$ cat src/rtl/pc_ras16_if.sv
// Bus interface for pc_ras16: command inputs, jump target and PC/RAS status.
// With PC_RAS_COUNT_EN defined, the interface also carries ras_count and takes a DEPTH parameter.
interface pc_ras16_if #(
  parameter int unsigned WIDTH = 16
`ifdef PC_RAS_COUNT_EN
  ,
  parameter int unsigned DEPTH = 8
`endif
);

  logic             en;
  logic             load;
  logic             call;
  logic             ret;
  logic [WIDTH-1:0] load_val;
  logic [WIDTH-1:0] pc;
  logic             ras_empty;
  logic             ras_full;
  logic             ras_err;

`ifdef PC_RAS_COUNT_EN
  logic [$clog2(DEPTH):0] ras_count;

  modport master (
    output en, load, call, ret, load_val,
    input  pc, ras_empty, ras_full, ras_err, ras_count
  );

  modport slave (
    input  en, load, call, ret, load_val,
    output pc, ras_empty, ras_full, ras_err, ras_count
  );
`else
  modport master (
    output en, load, call, ret, load_val,
    input  pc, ras_empty, ras_full, ras_err
  );

  modport slave (
    input  en, load, call, ret, load_val,
    output pc, ras_empty, ras_full, ras_err
  );
`endif

endinterface

$ cat src/rtl/pc_ras16.sv
// Program counter with a circular return-address stack (call/ret/jump/stall).
// Optional macro PC_RAS_COUNT_EN exports the stack entry count as bus.ras_count.
module pc_ras16 #(
  parameter int unsigned      WIDTH     = 16,
  parameter int unsigned      DEPTH     = 8,
  parameter logic [WIDTH-1:0] RESET_VEC = '0
) (
  input logic       clk,
  input logic       reset,
  pc_ras16_if.slave bus
);

  localparam int unsigned   PW       = $clog2(DEPTH);
  localparam int unsigned   CW       = PW + 1;
  localparam logic [CW-1:0] FULL_CNT = CW'(DEPTH);

  typedef enum logic [2:0] {
    ACT_HOLD,
    ACT_CONFLICT,
    ACT_POP,
    ACT_UFLOW,
    ACT_PUSH,
    ACT_OFLOW,
    ACT_JUMP,
    ACT_STEP
  } act_e;

  logic [WIDTH-1:0] pc_q, pc_d;
  logic [PW-1:0]    wp_q, wp_d;
  logic [CW-1:0]    cnt_q, cnt_d;
  logic             err_q, err_d;
  logic [WIDTH-1:0] stack_q [DEPTH];

  act_e             act;
  logic             push_we;
  logic             empty;
  logic             full;
  logic [WIDTH-1:0] pc_inc;
  logic [PW-1:0]    top_idx;

  assign empty   = (cnt_q == '0);
  assign full    = (cnt_q == FULL_CNT);
  assign pc_inc  = pc_q + 1'b1;
  assign top_idx = wp_q - 1'b1;

  // wp_q is the next write slot; once full it also points at the oldest
  // entry, so an overflowing push naturally overwrites that entry.
  always_comb begin
    act = ACT_HOLD;
    if (bus.en) begin
      if (bus.call && bus.ret) begin
        act = ACT_CONFLICT;
      end else if (bus.ret) begin
        act = empty ? ACT_UFLOW : ACT_POP;
      end else if (bus.call) begin
        act = full ? ACT_OFLOW : ACT_PUSH;
      end else if (bus.load) begin
        act = ACT_JUMP;
      end else begin
        act = ACT_STEP;
      end
    end
  end

  always_comb begin
    pc_d    = pc_q;
    wp_d    = wp_q;
    cnt_d   = cnt_q;
    err_d   = err_q;
    push_we = 1'b0;
    unique case (act)
      ACT_HOLD: begin
      end
      ACT_CONFLICT: begin
        err_d = 1'b1;
      end
      ACT_POP: begin
        pc_d  = stack_q[top_idx];
        wp_d  = top_idx;
        cnt_d = cnt_q - 1'b1;
      end
      ACT_UFLOW: begin
        pc_d  = pc_inc;
        err_d = 1'b1;
      end
      ACT_PUSH: begin
        push_we = 1'b1;
        wp_d    = wp_q + 1'b1;
        cnt_d   = cnt_q + 1'b1;
        pc_d    = bus.load_val;
      end
      ACT_OFLOW: begin
        push_we = 1'b1;
        wp_d    = wp_q + 1'b1;
        pc_d    = bus.load_val;
        err_d   = 1'b1;
      end
      ACT_JUMP: begin
        pc_d = bus.load_val;
      end
      ACT_STEP: begin
        pc_d = pc_inc;
      end
      default: begin
      end
    endcase
  end

  always_ff @(posedge clk) begin
    if (reset) begin
      pc_q  <= RESET_VEC;
      wp_q  <= '0;
      cnt_q <= '0;
      err_q <= 1'b0;
    end else begin
      pc_q  <= pc_d;
      wp_q  <= wp_d;
      cnt_q <= cnt_d;
      err_q <= err_d;
    end
  end

  // Stack storage is not reset; only the pointer and count define validity.
  always_ff @(posedge clk) begin
    if (push_we && !reset) begin
      stack_q[wp_q] <= pc_inc;
    end
  end

  assign bus.pc        = pc_q;
  assign bus.ras_empty = empty;
  assign bus.ras_full  = full;
  assign bus.ras_err   = err_q;

`ifdef PC_RAS_COUNT_EN
  assign bus.ras_count = cnt_q;
`endif

endmodule
$ cat src/flat_wrapper.sv
// flat-port wrapper written by rule: the top's interface ports become plain ports
module pc_ras16_flat 
#(
  parameter int unsigned      WIDTH     = 16,
  parameter int unsigned      DEPTH     = 8,
  parameter logic [WIDTH-1:0] RESET_VEC = '0
)
  (clk, reset, bus_en, bus_load, bus_call, bus_ret, bus_load_val, bus_pc, bus_ras_empty, bus_ras_full, bus_ras_err);
  pc_ras16_if #(.WIDTH(WIDTH)) bus_i ();
  input logic clk;
  input logic reset;
  input wire logic [$bits(bus_i.en)-1:0] bus_en;
  input wire logic [$bits(bus_i.load)-1:0] bus_load;
  input wire logic [$bits(bus_i.call)-1:0] bus_call;
  input wire logic [$bits(bus_i.ret)-1:0] bus_ret;
  input wire logic [$bits(bus_i.load_val)-1:0] bus_load_val;
  output wire logic [$bits(bus_i.pc)-1:0] bus_pc;
  output wire logic [$bits(bus_i.ras_empty)-1:0] bus_ras_empty;
  output wire logic [$bits(bus_i.ras_full)-1:0] bus_ras_full;
  output wire logic [$bits(bus_i.ras_err)-1:0] bus_ras_err;
  assign bus_i.en = bus_en;
  assign bus_i.load = bus_load;
  assign bus_i.call = bus_call;
  assign bus_i.ret = bus_ret;
  assign bus_i.load_val = bus_load_val;
  assign bus_pc = bus_i.pc;
  assign bus_ras_empty = bus_i.ras_empty;
  assign bus_ras_full = bus_i.ras_full;
  assign bus_ras_err = bus_i.ras_err;
  pc_ras16 #(.WIDTH(WIDTH), .DEPTH(DEPTH), .RESET_VEC(RESET_VEC)) u_core (.clk(clk), .reset(reset), .bus(bus_i));
endmodule
$ cat config.mk
export PLATFORM = sky130hd
export DESIGN_NAME = pc_ras16_flat
export DESIGN_NICKNAME = d
export VERILOG_FILES = /design/src/rtl/pc_ras16_if.sv /design/src/rtl/pc_ras16.sv /design/src/flat_wrapper.sv
export SDC_FILE = /design/constraint.sdc
export NUM_CORES = 1
export LEC_CHECK = 0
export CORE_MARGIN = 2
export CORE_UTILIZATION = 56
export DETAILED_ROUTE_END_ITERATION = 8
export GPL_ROUTABILITY_DRIVEN = 0
export PLACE_DENSITY_LB_ADDON = 0.2
export SYNTH_ARGS = -nofsm -noshare
export SYNTH_HDL_FRONTEND = slang
export SYNTH_SLANG_ARGS = --single-unit
$ cat constraint.sdc
create_clock -name clk -period 7.81 [get_ports clk]
set_clock_uncertainty 0.05 [all_clocks]
set_input_delay 1.562 -clock clk [delete_from_list [all_inputs] [get_ports clk]]
set_output_delay 1.562 -clock clk [all_outputs]
set_load 0.1 [all_outputs]
# Yosys cells after proc, flatten, opt, wreduce, memory -nomap -nowiden
# Memory sizes are Yosys's and may differ from the RTL's.
# Cells that the tools add are included.
# totals
register_bits	24
ramBits	128
inputBits	22
output_inout_bits	19
word_cells	42
n_memories	1
# classes
n_addsub	5
n_eq_ne	8
muxes	13
n_reduce_logical	11
# mem_list
name	depth	word_bits	read_ports	rd_ports_with_merged_regs	write_ports	line	source
u_core.stack_q	8	16	1	0	1	pc_ras16.sv:32	logic [WIDTH-1:0] stack_q [DEPTH];
# op_table
op	n
16-bit case mux with 3 select lines	1
16-bit by 1-bit adder with 16-bit output, second input constant	1
3-bit equality test, second input constant	4
3-bit two-way mux	4
4-bit case mux with 2 select lines	1
3-bit by 2-bit equality test with 1-bit output, second input constant	2
1-bit two-way mux	6
3-bit case mux with 2 select lines	1
3-bit OR reduction	2
4-bit by 1-bit adder with 4-bit output, second input constant	1
4-bit equality test, second input constant	1
4-bit zero test	1
2-bit nonzero test	2
2-bit OR reduction	2
4-bit by 1-bit subtractor with 4-bit output, second input constant	1
3-bit by 1-bit adder with 3-bit output, second input constant	1
3-bit by 1-bit equality test with 1-bit output, second input constant	1
3-bit nonzero test	1
3-bit by 1-bit subtractor with 3-bit output, second input constant	1
1-bit logical AND	2
1-bit zero test	1

# Logic depth before layout (Yosys ltp)
# depth
depth_word	12
mapped_depth	11
depth_no_buf	8

# Worst setup path before layout
# No wires, ideal clock.
# synth_timing
path_type	register to register
startpoint	register u_core.cnt_q[0]
endpoint	register u_core.cnt_q[3]
setup_time_ps	136
arrival_ps	5130
required_ps	7624
slack_ps	2493
path_stages_with_launch	9
path_buffers	0
synth_period_minus_slack_ps	5317
cell_sequence	dfxtp_1 -> nor4b_1 -> or2_2 -> ha_1 -> a21o_1 -> a21oi_1 -> nor2_1 -> a311oi_1 -> a311oi_1
# synth_via
elab_chain_cells	8
elab_cells_between_ends	14
cone_classes	add/sub (2); eq/ne (3); mux (7); reduce/logical (2)
# synth_lines
element	line	source
start: declaration	pc_ras16.sv:30	logic [CW-1:0] cnt_q, cnt_d;
start signal: assignment	pc_ras16.sv:118	cnt_q <= cnt_d;
4-bit equality test *	pc_ras16.sv:42	assign full = (cnt_q == FULL_CNT);
named net bus_ras_full	flat_wrapper.sv:19	output wire logic [$bits(bus_i.ras_full)-1:0] bus_ras_full;
1-bit two-way mux *	pc_ras16.sv:56	act = full ? ACT_OFLOW : ACT_PUSH;
3-bit two-way mux *	pc_ras16.sv:55	end else if (bus.call) begin
3-bit two-way mux *	pc_ras16.sv:53	end else if (bus.ret) begin
3-bit two-way mux *	pc_ras16.sv:51	if (bus.call && bus.ret) begin
3-bit two-way mux *	pc_ras16.sv:50	if (bus.en) begin
3-bit equality test or 3-bit by 2-bit equality test with 1-bit output (tied branches)	pc_ras16.sv:71	unique case (act)
4-bit case mux with 2 select lines or 2-bit nonzero test (tied branches)	--	
# The timed path passes the listed nets; every way through them passes the cells marked *.
# A chain may end at the register's enable or synchronous reset.

# Worst setup path after layout
# layout_timing
startpoint	register u_core.cnt_q[0]
endpoint	output bus_ras_empty
# layout_via
elab_chain_cells	1
# layout_lines
element	line	source
4-bit zero test	pc_ras16.sv:41	assign empty = (cnt_q == '0);
end: declaration	flat_wrapper.sv:18	output wire logic [$bits(bus_i.ras_empty)-1:0] bus_ras_empty;
# No other way between the ends.

==> results.toml <==
[timing]
fin_crit_sh = 0.544
max_freq_mhz = 235
drv_slew = 0
hold_viol = 0
worstMarginPinSlew_ns = 1.12
rsz0062_at_grt = "no"
max-slew-margin-rel = 0.252
min_period_ns = 4.25
setup_violations = 0
setup_tns_ns = 0

[place]
placed_cells = 667
port_buffers = 40
dp_hpwl_mm = 10.3

[synthesis]
seq_area_frac_synth = 0.658
synth_top_area_share = 0.585
synth_common_cells = "edfxtp_1 (128), nand2_1 (62), nor2_1 (46)"
yosysMostFrequentCell = "edfxtp_1"
synth_cells = 496
synth_top_area_cell = "edfxtp_1"
ys_seq_elements = 152
syn_nets = 524
synth-edff-count = 128
ys_top_cells_by_area = "edfxtp_1 (59%), dfxtp_1 (7.3%), mux4_2 (6.2%), nand2_1 (3.5%), nor2_1 (2.6%)"
synth-main-ff-cell = "edfxtp_1"
synthesis.area_um2 = 6570
yosysWarnings = 0
ys_types = 51
syn_area_per_cell_um2 = 13.2
async_flop_share = 0

[worst_hold_path]
min_to = "u_core.bus.ras_err"
min_from = "u_core.bus.ras_err"
hold_path_class = "flop to flop"
whs_path_depth = 2

[detailed_routing]
drt_first_iter_violations = 498
dr.pass1.iters = 5
met1_length_mm = 6.53
ant_nets = 0
dr_wl_met3_mm = 1.21
vias = 4388
avgViaCountPerCell = 6.28
top_layer = "met4"
drc = 0
wl_met2_mm = 7.73
wl_per_cell_um = 22.9
drt_wl_total_mm = 16.0

[worst_setup_path]
startpoint_type = "flop"
endpoint_kind = "primary output"
required_ns = 6.20
worst-setup-path-type = "flop to primary output"
cp_max_fo = 6
r2r_cells = 7
rr_startpoint = "u_core.wp_q[0]"
arrival_ns = 2.63
timing.rr.end = "u_core.bus.pc[15]"
rrSetupSlack_ns = 4.42

[floorplan]
initial_utilization = 0.575
dieHeight_um = 112
io_pins = 41
core_um2 = 11400
dieArea_um2 = 12600
num_rows = 39
die_width_um = 112

[pwr]
peakVddDrop_uv = 220
p_leak_nw = 2.69
powerDensity_nw_per_um2 = 266

[final_layout]
drive_gt1_frac = 0.124
finalNetCount = 571
syn2layout_area_growth_pct = 17.8
final_cells = 699
n_antenna_cell = 0

[global_route]
grt_pass1_wl_mm = 24.6
grt_pass1_vias = 4268
grt_overflow_total = 0
grt_max_degree = 37
track_usage = 0.266
antenna_found_initial = 0

[clock_tree]
cts_buffer_depth = 2
cts.sinks = 152
cts-resized-gates = 0
cts_buffers = 17
path_clk_slew_ns = 0.06
ctsRootBufferMaster = "clkbuf_16"
clkLatencyLatePin_ns = 0.42
htreeDepth = 4
hold_buffers = 0
cts_tree = "done"
postCtsSetupRepairBufs = 0

[run_status]
status = "finished clean"

[flow_run]
drv_cap = 0
## how the worst max path moves through the flow
| stage | from | to |
|---|---|---|
| 2_1_floorplan | u_core.cnt_q[0] | u_core.cnt_q[3] |
| 3_3_place_gp | bus_ret | u_core.cnt_q[3] |
| 3_5_place_dp | bus_ret | u_core.cnt_q[3] |
| 4_1_cts | u_core.cnt_q[0] | bus_ras_empty |
| 5_1_grt | bus_ret | u_core.cnt_q[3] |
| 6_report | u_core.cnt_q[0] | bus_ras_empty |
## area by class of cell
cell class	count	area, um^2
Sequential cell	152	4320
Fill cell	816	3680
Multi-Input combinational cell	310	2130
Timing Repair Buffer	52	490
Clock buffer	17	425
Tap cell	143	179
Clock inverter	15	149
Inverter	10	37.5
## stage by stage
stage / power [mW] / area (um^2) / utilization / worst slack, ns / hold slack, ns
6_report: 2.06 / 7740 / 0.678 / 3.56 / 0.440
5_1_grt: 2.13 / 7740 / 0.678 / 3.45 / 0.478
4_1_cts: 2.06 / 7740 / 0.678 / 3.54 / 0.442
3_5_place_dp: 1.28 / 7160 / 0.627 / 3.25 / 0.428
3_3_place_gp: 1.27 / 7160 / 0.627 / 3.34 / 0.406
2_1_floorplan: 1.18 / 6570 / - / 2.49 / 0.464
## cells by family (layout without fill, tap and decap cells)
family	count (synthesis)	after routing	share of synthesized area
adders and majority gates	6	6	0.0126
DFF	152	152	0.658
AOI/OAI and AO/OA	84	84	0.0812
xor gates and xnor gates	19	19	0.0265
and+or+nand+nor	167	167	0.114
buffers and inverters	34	94	0.0213
muxes	34	34	0.0861
## critical path, cell delays in order, from the launching register on
cell and delay (ns):
dfxtp_1 0.37, or4_4 0.58, inv_1 0.12, clkdlybuf4s50_1 1.14
## cell usage in the layout (no fill, tap or decap), drive strengths merged, types with 16 or more instances in the layout
cell type / Yosys / layout
clkbuf: 19 / 17
nand2: 63 / 63
nor2: 46 / 46
edfxtp: 128 / 128
clkdlybuf4s50: 0 / 40
o21ai: 28 / 28
dfxtp: 24 / 24
mux4: 18 / 18
mux2i: 16 / 16
nand3: 22 / 22
a21oi: 25 / 25
## state kept, by name (all words and copies together) (netlist names)
| name | flops |
|---|---|
| u_core.bus.pc | 16 |
| u_core.wp_q | 3 |
| u_core.stack_q | 128 |
| u_core.bus.ras_err | 1 |
| u_core.cnt_q | 4 |
## metal layers
| layer | vias to the layer above | GRT usage |
|---|---|---|
| li1 | 1975 | - |
| met1 | 2157 | 0.359 |
| met2 | 211 | 0.414 |
| met3 | 45 | 0.0594 |
| met4 | 0 | 0.130 |
| met5 | - | 0 |
## report_power, final
group | switching (mW) | internal [mW]
Sequential | 0.0222 | 0.906
Clock | 0.321 | 0.470
Combinational | 0.230 | 0.106
Total | 0.573 | 1.48
(Power assumes the default switching activity.)
